## src/rtl/lsu_mem_stage.sv

```systemverilog
// RV32I MEM-stage load/store unit: one op per handshake, word-wide data-memory
// port, byte-lane steering for stores and sign/zero extension for loads.
module lsu_mem_stage #(
  parameter int DATA_WIDTH     = 32,
  parameter int MEM_ADDR_WIDTH = 10
) (
  input  logic                      clk,
  input  logic                      rst_n,
  input  logic                      op_valid,
  output logic                      op_ready,
  input  logic                      op_is_store,
  input  logic [2:0]                op_funct3,
  input  logic [DATA_WIDTH-1:0]     op_addr,
  input  logic [DATA_WIDTH-1:0]     op_wdata,
  input  logic [4:0]                op_rd,
  input  logic                      flush,
  output logic                      mem_req_valid,
  input  logic                      mem_req_ready,
  output logic                      mem_req_we,
  output logic [MEM_ADDR_WIDTH-1:0] mem_req_addr,
  output logic [3:0]                mem_req_be,
  output logic [DATA_WIDTH-1:0]     mem_req_wdata,
  input  logic                      mem_rsp_valid,
  input  logic [DATA_WIDTH-1:0]     mem_rsp_rdata,
  output logic                      res_valid,
  output logic [DATA_WIDTH-1:0]     res_data,
  output logic [4:0]                res_rd,
  output logic                      res_we,
  output logic                      res_err
);

  typedef enum logic [2:0] {
    S_IDLE,
    S_REQ,
    S_WAIT,
    S_DONE,
    S_ERR
  } state_t;

  state_t state, state_nxt;

  logic                      is_store_q;
  logic [2:0]                funct3_q;
  logic [1:0]                k_q;
  logic [MEM_ADDR_WIDTH-1:0] waddr_q;
  logic [DATA_WIDTH-1:0]     wdata_q;
  logic [DATA_WIDTH-1:0]     result_q;
  logic [4:0]                rd_q;
  logic                      kill_q;

  logic                      capture;
  logic                      legal_f3;
  logic                      misaligned;
  logic                      op_err;
  logic [DATA_WIDTH-1:0]     shifted;
  logic [DATA_WIDTH-1:0]     load_ext;
  logic [3:0]                st_be;
  logic [DATA_WIDTH-1:0]     st_wdata;
  logic                      res_fire;
  logic                      unused_addr_hi;

  assign unused_addr_hi = ^op_addr[DATA_WIDTH-1:MEM_ADDR_WIDTH+2];

  always_comb begin
    capture = op_valid && (state == S_IDLE) && !flush;
    case (op_funct3)
      3'd0, 3'd1, 3'd2: legal_f3 = 1'b1;
      3'd4, 3'd5:       legal_f3 = !op_is_store;
      default:          legal_f3 = 1'b0;
    endcase
    case (op_funct3[1:0])
      2'd1:    misaligned = op_addr[0];
      2'd2:    misaligned = |op_addr[1:0];
      default: misaligned = 1'b0;
    endcase
    op_err = !legal_f3 || misaligned;
  end

  always_comb begin
    shifted = mem_rsp_rdata >> {k_q, 3'b000};
    case (funct3_q)
      3'd0:    load_ext = {{(DATA_WIDTH-8){shifted[7]}}, shifted[7:0]};
      3'd1:    load_ext = {{(DATA_WIDTH-16){shifted[15]}}, shifted[15:0]};
      3'd4:    load_ext = {{(DATA_WIDTH-8){1'b0}}, shifted[7:0]};
      3'd5:    load_ext = {{(DATA_WIDTH-16){1'b0}}, shifted[15:0]};
      default: load_ext = mem_rsp_rdata;
    endcase
    case (funct3_q[1:0])
      2'd0: begin
        st_be    = 4'b0001 << k_q;
        st_wdata = {(DATA_WIDTH/8){wdata_q[7:0]}};
      end
      2'd1: begin
        st_be    = 4'b0011 << k_q;
        st_wdata = {(DATA_WIDTH/16){wdata_q[15:0]}};
      end
      default: begin
        st_be    = 4'b1111;
        st_wdata = wdata_q;
      end
    endcase
  end

  always_ff @(posedge clk or negedge rst_n) begin
    if (!rst_n) state <= S_IDLE;
    else        state <= state_nxt;
  end

  // A request accepted in the same cycle as a flush has still reached memory:
  // loads must drain their response, stores simply drop the result.
  always_comb begin
    state_nxt = state;
    case (state)
      S_IDLE: if (capture) state_nxt = op_err ? S_ERR : S_REQ;
      S_REQ: begin
        if (mem_req_ready) state_nxt = is_store_q ? (flush ? S_IDLE : S_DONE) : S_WAIT;
        else if (flush)    state_nxt = S_IDLE;
      end
      S_WAIT: if (mem_rsp_valid) state_nxt = (kill_q || flush) ? S_IDLE : S_DONE;
      default: state_nxt = S_IDLE;
    endcase
  end

  always_ff @(posedge clk or negedge rst_n) begin
    if (!rst_n) begin
      is_store_q <= 1'b0;
      funct3_q   <= '0;
      k_q        <= '0;
      waddr_q    <= '0;
      wdata_q    <= '0;
      rd_q       <= '0;
      result_q   <= '0;
      kill_q     <= 1'b0;
    end else begin
      if (capture) begin
        is_store_q <= op_is_store;
        funct3_q   <= op_funct3;
        k_q        <= op_addr[1:0];
        waddr_q    <= op_addr[MEM_ADDR_WIDTH+1:2];
        wdata_q    <= op_wdata;
        rd_q       <= op_rd;
        result_q   <= '0;
        kill_q     <= 1'b0;
      end
      if (state == S_REQ && mem_req_ready && flush && !is_store_q) kill_q <= 1'b1;
      if (state == S_WAIT) begin
        if (flush) kill_q <= 1'b1;
        if (mem_rsp_valid) begin
          result_q <= load_ext;
          kill_q   <= 1'b0;
        end
      end
    end
  end

  always_comb begin
    op_ready      = (state == S_IDLE);
    mem_req_valid = (state == S_REQ);
    mem_req_we    = 1'b0;
    mem_req_addr  = '0;
    mem_req_be    = '0;
    mem_req_wdata = '0;
    if (state == S_REQ) begin
      mem_req_we    = is_store_q;
      mem_req_addr  = waddr_q;
      mem_req_be    = is_store_q ? st_be : 4'b1111;
      mem_req_wdata = is_store_q ? st_wdata : '0;
    end
    res_fire  = (state == S_DONE || state == S_ERR) && !flush;
    res_valid = res_fire;
    res_err   = (state == S_ERR) && !flush;
    res_we    = (state == S_DONE) && !flush && !is_store_q;
    res_data  = ((state == S_DONE) && !flush) ? result_q : '0;
    res_rd    = res_fire ? rd_q : '0;
  end

endmodule

```

## config.mk

```make
export PLATFORM = sky130hd
export DESIGN_NAME = lsu_mem_stage
export DESIGN_NICKNAME = d
export VERILOG_FILES = /design/src/rtl/lsu_mem_stage.sv
export SDC_FILE = /design/constraint.sdc
export NUM_CORES = 1
export LEC_CHECK = 0
export CAP_MARGIN = 40
export CORE_UTILIZATION = 40
export DETAILED_ROUTE_END_ITERATION = 12
export GPL_ROUTABILITY_DRIVEN = 0
export PLACE_DENSITY_LB_ADDON = 0.1
export SLEW_MARGIN = 15
export SYNTH_ARGS = -nofsm -noshare
export SYNTH_HDL_FRONTEND = slang
export SYNTH_SLANG_ARGS = --single-unit
```

## constraint.sdc

```tcl
create_clock -name clk -period 2.2 [get_ports clk]
set_input_delay 0.22 -clock clk [delete_from_list [all_inputs] [get_ports clk]]
set_output_delay 0.22 -clock clk [all_outputs]
set_load 0.02 [all_outputs]
```

# Word level (Yosys, flattened, before mapping)
# Cells that the tools add are included.
# W data, S select, Z words.
[word_totals] ff_bits=89 inputBits=111 out_inout_bits=89
[op_classes] n_eq_ne=17 shift=3 mux=30 n_reduce_logical=24
[op_table] cell="$mux W32" count=6
[op_table] cell="$pmux W32 S4" count=1
[op_table] cell="$pmux W32 S2" count=1
[op_table] cell="$shr A32 B5 Y16" count=1
[op_table] cell="$eq A3 B3 Y1 const B" count=5
[op_table] cell="$mux W3" count=5
[op_table] cell="$mux W10" count=1
[op_table] cell="$eq A3 B1 Y1 const B" count=3
[op_table] cell="$eq A3 B2 Y1 const B" count=3
[op_table] cell="$logic_and A1 B1 Y1" count=9
[op_table] cell="$logic_not A3 Y1" count=3
[op_table] cell="$pmux W3 S3" count=1
[op_table] cell="$mux W4" count=2
[op_table] cell="$pmux W4 S2" count=1
[op_table] cell="$mux W1" count=6
[op_table] cell="$mux W2" count=3
[op_table] cell="$mux W5" count=1
[op_table] cell="$eq A2 B1 Y1 const B" count=2
[op_table] cell="$logic_not A1 Y1" count=4
[op_table] cell="$pmux W1 S2" count=2
[op_table] cell="$reduce_or A2 Y1" count=2
[op_table] cell="$shl A1 B2 Y4 const A" count=1
[op_table] cell="$shl A2 B2 Y4 const A" count=1
[op_table] cell="$logic_or A1 B1 Y1" count=3
[op_table] cell="7 further kinds" count=7

# Logic depth before layout (Yosys ltp)
# Gate-level depths: netlist (run 1).
[logic_depth] ltp_word=8 ltp_mapped=8 depth_no_buf=6

# Worst setup path before layout (run 1)
# OpenSTA, ideal clock, no wires.
[synth_path] path_kind="register to output" from="register state[2]" to="output mem_req_wdata[12]" arrival_ps=1864 path_slack_ps=116 stages_incl_launch_ff=7 path_buffers=2 cell_sequence="dfrtp_1 > or3b_2 > clkbuf_1 > inv_1 > nand2_1 > clkbuf_1 > a21oi_1"
[synth_via] elab_chain_cells=2
[synth_rtl] element="start, declared" line_no="40" rtl="state_t state, state_nxt;"
[synth_rtl] element="start signal, assigned" line_no="106" rtl="else state <= state_nxt;"
[synth_rtl] element="$eq A3 B1 Y1"
[synth_rtl] element="via mem_req_valid" line_no="17" rtl="output logic mem_req_valid,"
[synth_rtl] element="$mux W32" line_no="163" rtl="if (state == S_REQ) begin"
[synth_rtl] element="end, declared" line_no="22" rtl="output logic [DATA_WIDTH-1:0] mem_req_wdata,"
# The timed path passes the listed nets, and every way through them passes these cells.

# Worst setup path in the final report (run 1)
[layout_path] from="register state[0]" to="output res_data[8]"
[layout_via] elab_chain_cells=3
[layout_rtl] element="$eq A3 B2 Y1" line_no="173" rtl="res_data = ((state == S_DONE) && !flush) ? result_q : '0;"
[layout_rtl] element="$logic_and A1 B1 Y1" line_no="173"
[layout_rtl] element="$mux W32" line_no="173"
[layout_rtl] element="end, declared" line_no="26" rtl="output logic [DATA_WIDTH-1:0] res_data,"
# No other way between the ends.

==> parameters.txt, run 1 <==
Parameter                              Value

Finish
  Nets    841
  Inserted Diodes    0
  Share of cells above drive strength 1    0.199
  Final std cells w/o fill    900
  Growth of design area from synthesis to finish    46.7%
  Count of filler cells inserted in the layout    1094
  Footprint of the multi-input gates    2560 um2
  Final cell area excluding filler cells    7370 um2
  Sequential standard cell area    2230 um2

Floorplanning
  Number of primary I/O pins    200
  Die Wd    114 um
  Initial cell density of the core    0.415
  Die height    114 um
  Site row count    40
  Core outline area    12100 um2
  Area of the die    13000 um2

Route
  Vias per cell    5.24
  Drc violations    0
  Pre-Repair DR Iteration Count    4
  DR iter-0 viols    179
  Total Wirelength    15100 um
  Average wire per standard cell    16.8 um
  Vias post-DR    4713
  Final ANT Viol Nets    0

Synthesis
  Main combinational cell family by area after synthesis    simple AND/OR/NAND/NOR gates
  Number of distinct library cells after synthesis    44
  Multiplexer share of the synthesized area    0.124
  Number of cells produced by synthesis    542
  Area fraction of the dominant cell type after synthesis    0.444
  Most numerous cell in the Yosys netlist    sky130_fd_sc_hd__nand2_1
  Xor/xnor share of the synthesized area    0.00174
  FF+latch count, synth    89
  Register area share after synthesis    0.444
  Combined area of all synthesized cells    5020 um2
  Top cells by count, synth    94 x sky130_fd_sc_hd__nand2_1, 89 x sky130_fd_sc_hd__dfrtp_1, 46 x sky130_fd_sc_hd__and2_1, 41 x sky130_fd_sc_hd__a21oi_1, 34 x sky130_fd_sc_hd__nor2_1
  Avg Synthesized Cell Area    9.26 um2
  Top cell type by total area after synthesis    sky130_fd_sc_hd__dfrtp_1
  Simple-gate share of the synthesized area    0.213
  Adder-cell share of the synthesized area    0.00748
  Number of enable-type register cells in the synthesized netlist    0
  Share of flip-flops with an asynchronous set or reset    1.00
  Area fraction in compound gates after synthesis    0.160
  Area contributors post-synth    sky130_fd_sc_hd__dfrtp_1 44%, sky130_fd_sc_hd__mux2_2 7.2%, sky130_fd_sc_hd__nand2_1 7.0%, sky130_fd_sc_hd__and2_1 5.7%, sky130_fd_sc_hd__mux2i_1 4.8%
  Number of warnings issued by yosys    0
  Main synth FF type    sky130_fd_sc_hd__dfrtp_1
  Net count after synthesis    656

STA
  RSZ-0062 raised after global routing    false
  Number of setup violations in the final report    0
  Relative slew slack    0.582
  Final min period    2080 ps
  Maximum frequency from static timing analysis    0.482 GHz
  Transition time at the pin with the least slew margin    626 ps
  Final hold violation count    0
  Worst setup skew after layout    7.10 ps
  Fin crit share    0.944
  Final setup margin    124 ps
  Final number of max-transition violations    0
  Setup_tns    0 ps

GRT
  Antenna violations before repair    0
  Global-route wire length before repair    24100 um
  Aggregate global routing overflow    0
  Number of global-route vias before repair    4743
  Maximum number of pins on one net before global-route repair    41
  Total routing resource utilization after global routing    0.239

Critical path
  Length in cells of the worst reg-to-reg path    4
  Kind of cell adding the most delay to the critical path    buffers and inverters
  Setup slack, reg-to-reg    220 ps
  Critical Path Source Type    flop
  CP max FO    32
  Master of the slowest instance on the critical path    sky130_fd_sc_hd__dfrtp_1
  Arrival @ worst endpoint    1860 ps
  Combined buffer and inverter count along the critical path    3
  Reg2Reg Capture Point    result_q[30]$_DFF_PN0_
  Critical path, cell by cell    buf_4 -> nand2_1 -> nor3_2 -> buf_12 -> and2_1 -> dlygate4sd2_1
  Reg-to-Reg Start    state[1]$_DFFE_PN0P_
  Data required time of the critical path    1980 ps
  Largest stage delay on the critical path    340 ps
  Type of the worst setup path    reg2out
  Critical path endpoint category    primary output

Place
  Standard cell area after detailed placement    7160 um2
  Placed Instances    882
  Minimum setup slack after placement    -101 ps
  HPWL reported at the end of detailed placement    10800 um
  Count of port buffers added during placement    179

Worst hold path
  Class of the most critical hold timing path    in2async

Power and ir drop
  Cell leakage power    3.65 nW
  Total chip power    0.00513 W
  Worst vdd rail ir drop    465 uV
  Power per cell area    696 nW/um2

Clock network
  Clock tree from TritonCTS    built
  Post-CTS clock slew at the launch and capture registers of the worst setup and hold paths    60 ps
  Maximum buffer depth of the clock tree    2
  # H-tree levels    3
  Clk_lat worst skew    340 ps
  Number of buffers created by CTS    9
  Clock sink total    89
  Clock root cell    sky130_fd_sc_hd__clkbuf_16

Job
  Max Cap Viol    0

Run status
  Run status    completed
## cell families after synthesis
logic type	count (synthesis)
multiplexers	57
AND/OR/NAND/NOR	222
adder cells (fa/ha/maj)	3
flip-flops	89
buffers and inverters	51
AO/OA/AOI/OAI	119
XOR/XNOR	1
## placed cells by master (no fill, tap or decap), types with 9 or more instances in the layout
cell type                         synthesis  final
sky130_fd_sc_hd__buf_4                    1     29
sky130_fd_sc_hd__mux2_2                  32     32
sky130_fd_sc_hd__o21ai_0                 31     31
sky130_fd_sc_hd__nand2b_1                18     18
sky130_fd_sc_hd__clkdlybuf4s50_1          0     91
sky130_fd_sc_hd__nor2_1                  34     32
sky130_fd_sc_hd__buf_2                   10     22
sky130_fd_sc_hd__clkbuf_16                0      9
sky130_fd_sc_hd__a221o_2                 15     15
sky130_fd_sc_hd__dlygate4sd2_1            0     37
sky130_fd_sc_hd__dlymetal6s2s_1           0     10
sky130_fd_sc_hd__and3_1                  12     11
sky130_fd_sc_hd__dfrtp_1                 89     88
sky130_fd_sc_hd__and2_1                  46     46
sky130_fd_sc_hd__nand2_1                 94     93
sky130_fd_sc_hd__a21oi_1                 41     41
sky130_fd_sc_hd__mux2i_1                 24     24
## metrics by stage
step | utilization | hold slack (ps)
finish | 0.608 | 398
global route | 0.608 | 397
CTS | 0.606 | 387
detailed placement | 0.591 | 240
global placement | 0.591 | 236
floorplan | - | -75.6
## where the power goes
group          leakage (nW)  switching, W  total, W  internal (W)
Sequential             1.14      0.000208   0.00209       0.00188
Clock                 0.149      0.000640   0.00158      0.000943
Combinational          2.36      0.000746   0.00145      0.000708
## routing by layer
metal,track usage,routed length (um),up-vias,part of all wire
met2,0.401,7300,158,0.48
met4,0.0684,217,0,0.014
met5,0,0,-,0
met3,0.0648,1030,16,0.068
li1,-,-,2241,-
met1,0.303,6530,2298,0.43
## worst max path at each step
stage	to	slack [ps]	from	cells after the start
4_1_cts	mem_req_addr[1]	1	state[0]$_DFFE_PN0P_	5
3_3_place_gp	mem_req_wdata[2]	-70	state[2]$_DFFE_PN0P_	6
5_1_grt	res_rd[1]	3	state[0]$_DFFE_PN0P_	7
3_5_place_dp	mem_req_wdata[3]	-100	state[2]$_DFFE_PN0P_	6
6_report	res_data[8]	120	state[0]$_DFFE_PN0P_	6
2_1_floorplan	mem_req_wdata[12]	120	state[2]$_DFFE_PN0P_	6
## state kept, by name (all words and copies together) (netlist names)
register and flops:
result_q 32, rd_q 5, state 3, kill_q 1, wdata_q 32, k_q 2, waddr_q 10, is_store_q 1
funct3_q 3
## repair_timing
action / 4_1_cts / 5_1_grt
cloned: 1 / 0
hold buffers: 1 / 0
setup buffers: 0 / 0
gates resized for setup: 175 / 23
endpoints found under the setup margin: 77 / 42
pin swaps: 0 / 0
endpoints found under the hold margin: 38 / 0
## cell type report
type                            count  area share
Timing Repair Buffer              215       0.274
Clock buffer                       12      0.0348
Clock inverter                      4     0.00696
Tap cell                          168      0.0285
Inverter                            9     0.00492
Multi-Input combinational cell    402       0.348
Timing Repair inverter              1     0.00102
Sequential cell                    89       0.302
## worst register-to-register path, stage by stage, from the launching register on
cell and delay (ps):
sky130_fd_sc_hd__dfrtp_1 380, sky130_fd_sc_hd__buf_4 170, sky130_fd_sc_hd__or3b_1 370, sky130_fd_sc_hd__a211o_2 540, sky130_fd_sc_hd__a221o_2 410
Power figures use the tool's default switching activity.
==> run 2: changes to the inputs <==
Settings changed: TNS_END_PERCENT set to 5.
==> run 2 against run 1 <==
Compared with the run above:
- total power barely moved
- sequential power barely moved
- global-route usage barely moved
- via count fell by 0.17%
- maximum frequency barely moved
- combinational power barely moved
- worst hold slack barely moved
- register-to-register slack barely moved
- setup slack barely moved
- critical path type unchanged
==> parameters.txt, run 2 (synthesis results as in run 1) <==
Parameter                              Value

Run status
  Run status    completed

Clock network
  Clk_lat worst skew    340 ps (about the same)
  Post-CTS clock slew at the launch and capture registers of the worst setup and hold paths    60 ps (about the same)
  # H-tree levels    3 (unchanged)
  Number of buffers created by CTS    9 (unchanged)
  Maximum buffer depth of the clock tree    2 (unchanged)
  Clock tree from TritonCTS    built
  Clock sink total    89 (unchanged)
  Post-CTS Setup Repair Bufs    0 (unchanged)
  Clock root cell    sky130_fd_sc_hd__clkbuf_16

Power and ir drop
  Gate power share    0.284 (about the same)
  Proportion of power drawn by the clock network    0.308 (about the same)
  Power per cell area    697 nW/um2 (+0.16%)
  Internal Power    0.00354 W (about the same)
  Register share of total power    0.408 (about the same)
  Cell leakage power    3.66 nW (+0.38%)
  Switching share of power    0.311 (about the same)
  Switching power summed over all nets    0.00159 W (-0.12%)
  Worst vdd rail ir drop    465 uV (about the same)

STA
  Final hold violation count    0 (unchanged)
  Transition time at the pin with the least slew margin    631 ps (+4.82 ps)
  Worst setup skew after layout    7.17 ps (+0.0660 ps)
  RSZ-0062 raised after global routing    false
  Relative slew slack    0.579 (-0.00322)
  Maximum frequency from static timing analysis    0.482 GHz (about the same)
  Final number of max-transition violations    0 (unchanged)
  Fin crit share    0.944 (about the same)
  Setup_tns    0 ps (unchanged)
  Final setup margin    124 ps (-0.141 ps)
  Number of setup violations in the final report    0 (unchanged)
  Final min period    2080 ps (+0.141 ps)

Critical path
  Critical Path Source Type    flop
  Reg-to-Reg Start    state[1]$_DFFE_PN0P_
  Combined buffer and inverter count along the critical path    3 (unchanged)
  CP max FO    32 (unchanged)
  Data required time of the critical path    1980 ps (about the same)
  Master of the slowest instance on the critical path    sky130_fd_sc_hd__dfrtp_1
  Kind of cell adding the most delay to the critical path    buffers and inverters
  Critical path, cell by cell    buf_4 -> nand2_1 -> nor3_2 -> buf_12 -> and2_1 -> dlygate4sd2_1
  Critical path endpoint category    primary output
  Largest stage delay on the critical path    340 ps (about the same)
  Crit path from    state[0]$_DFFE_PN0P_
  Arrival @ worst endpoint    1860 ps (about the same)
  Type of the worst setup path    reg2out

GRT
  Number of global-route vias before repair    4743 (unchanged)
  Antenna violations before repair    0 (unchanged)
  Maximum number of pins on one net before global-route repair    41 (unchanged)
  Total routing resource utilization after global routing    0.239 (about the same)
  Global-route wire length before repair    24100 um (about the same)
  Aggregate global routing overflow    0 (unchanged)

Finish
  Commonest non-fill, non-tap cells in the layout    93 x sky130_fd_sc_hd__nand2_1, 91 x sky130_fd_sc_hd__clkdlybuf4s50_1, 88 x sky130_fd_sc_hd__dfrtp_1
  Nets    841 (unchanged)
  Growth of design area from synthesis to finish    46.5%
  Inserted Diodes    0 (unchanged)
  Most common library cell in the layout ignoring fill and taps    sky130_fd_sc_hd__nand2_1
  Count of filler cells inserted in the layout    1092 (-0.18%)
  Share of cells above drive strength 1    0.204 (+0.00410)
  Registers with the highest flip-flop counts    result_q: 32 flops, wdata_q: 32 flops, waddr_q: 10 flops

Place
  Count of port buffers added during placement    179 (unchanged)
  HPWL reported at the end of detailed placement    10800 um (unchanged)
  Minimum setup slack after placement    -101 ps (unchanged)

Route
  Total Wirelength    15100 um (-0.16%)
  Pre-Repair DR Iteration Count    4 (unchanged)
  Average wire per standard cell    16.7 um (-0.16%)
  Final ANT Viol Nets    0 (unchanged)
  DR iter-0 viols    174 (-2.8%)
  Vias per cell    5.23 (-0.17%)
  Drc violations    0 (unchanged)
  Vias post-DR    4705 (-0.17%)

Floorplanning
  Die height    114 um (unchanged)
  Number of primary I/O pins    200 (unchanged)
  Initial cell density of the core    0.415 (unchanged)
  Site row count    40 (unchanged)
  Die Wd    114 um (unchanged)
  Core outline area    12100 um2 (unchanged)
  Area of the die    13000 um2 (unchanged)

Worst hold path
  Class of the most critical hold timing path    in2async

Job
  Max Cap Viol    0 (unchanged)
[run 2: path summary, 6_finish.rpt]
path,cells past startpoint,slack [ps],endpoint
max,6,120,res_data[8]
min,2,400,result_q[1]$_DFF_PN0_
max reg2reg,4,220,result_q[30]$_DFF_PN0_
min reg2reg,2,490,result_q[13]$_DFF_PN0_
max in group asynchronous,3,1130,result_q[25]$_DFF_PN0_
min in group clk,3,410,wdata_q[10]$_DFFE_PN0P_
[run 2: stage by stage]
| stage | hold WS (ps) | power, W | area [um2] | instances | utilization |
|---|---|---|---|---|---|
| 6_report | 397 | 0.00513 | 7350 | 900 | 0.607 |
| 5_1_grt | 397 | 0.00542 | 7350 | 900 | 0.607 |
| 4_1_cts | 387 | 0.00518 | 7340 | 900 | 0.606 |
| 3_5_place_dp | 240 | 0.00359 | 7160 | 882 | 0.591 |
| 3_3_place_gp | 236 | 0.00355 | 7160 | 882 | 0.591 |
| 2_1_floorplan | -75.6 | 0.00295 | 5020 | 542 | - |
[run 2: area by class of cell]
| class | count | area (um2) | area share |
|---|---|---|---|
| tap | 168 | 210 | 0.0286 |
| sequential | 89 | 2230 | 0.303 |
| multi-input combinational | 402 | 2570 | 0.349 |
| timing repair inverter | 1 | 7.51 | 0.00102 |
| inverter | 9 | 36.3 | 0.00493 |
| clock inverter | 4 | 51.3 | 0.00698 |
| clock buffer | 12 | 256 | 0.0349 |
| timing repair buffer | 215 | 2000 | 0.272 |
[run 2: routing by layer]
layer,track usage,wire length [um]
met5,0,0
met4,0.0684,217
met3,0.0643,1050
met2,0.401,7310
met1,0.303,6470
[run 2: what timing repair did]
item,CTS,global route
hold buffers,1,0
gates resized for setup,173,29
cloned,1,0
setup endpoints to repair,77,42
hold endpoints to repair,38,0
[run 2: power by group through the flow]
stage	clock network, W	logic [W]	registers (W)
2_1_floorplan	0	0.000929	0.00202
3_3_place_gp	0	0.00145	0.00210
3_5_place_dp	0	0.00147	0.00212
4_1_cts	0.00162	0.00147	0.00209
5_1_grt	0.00169	0.00160	0.00212
6_report	0.00158	0.00146	0.00209
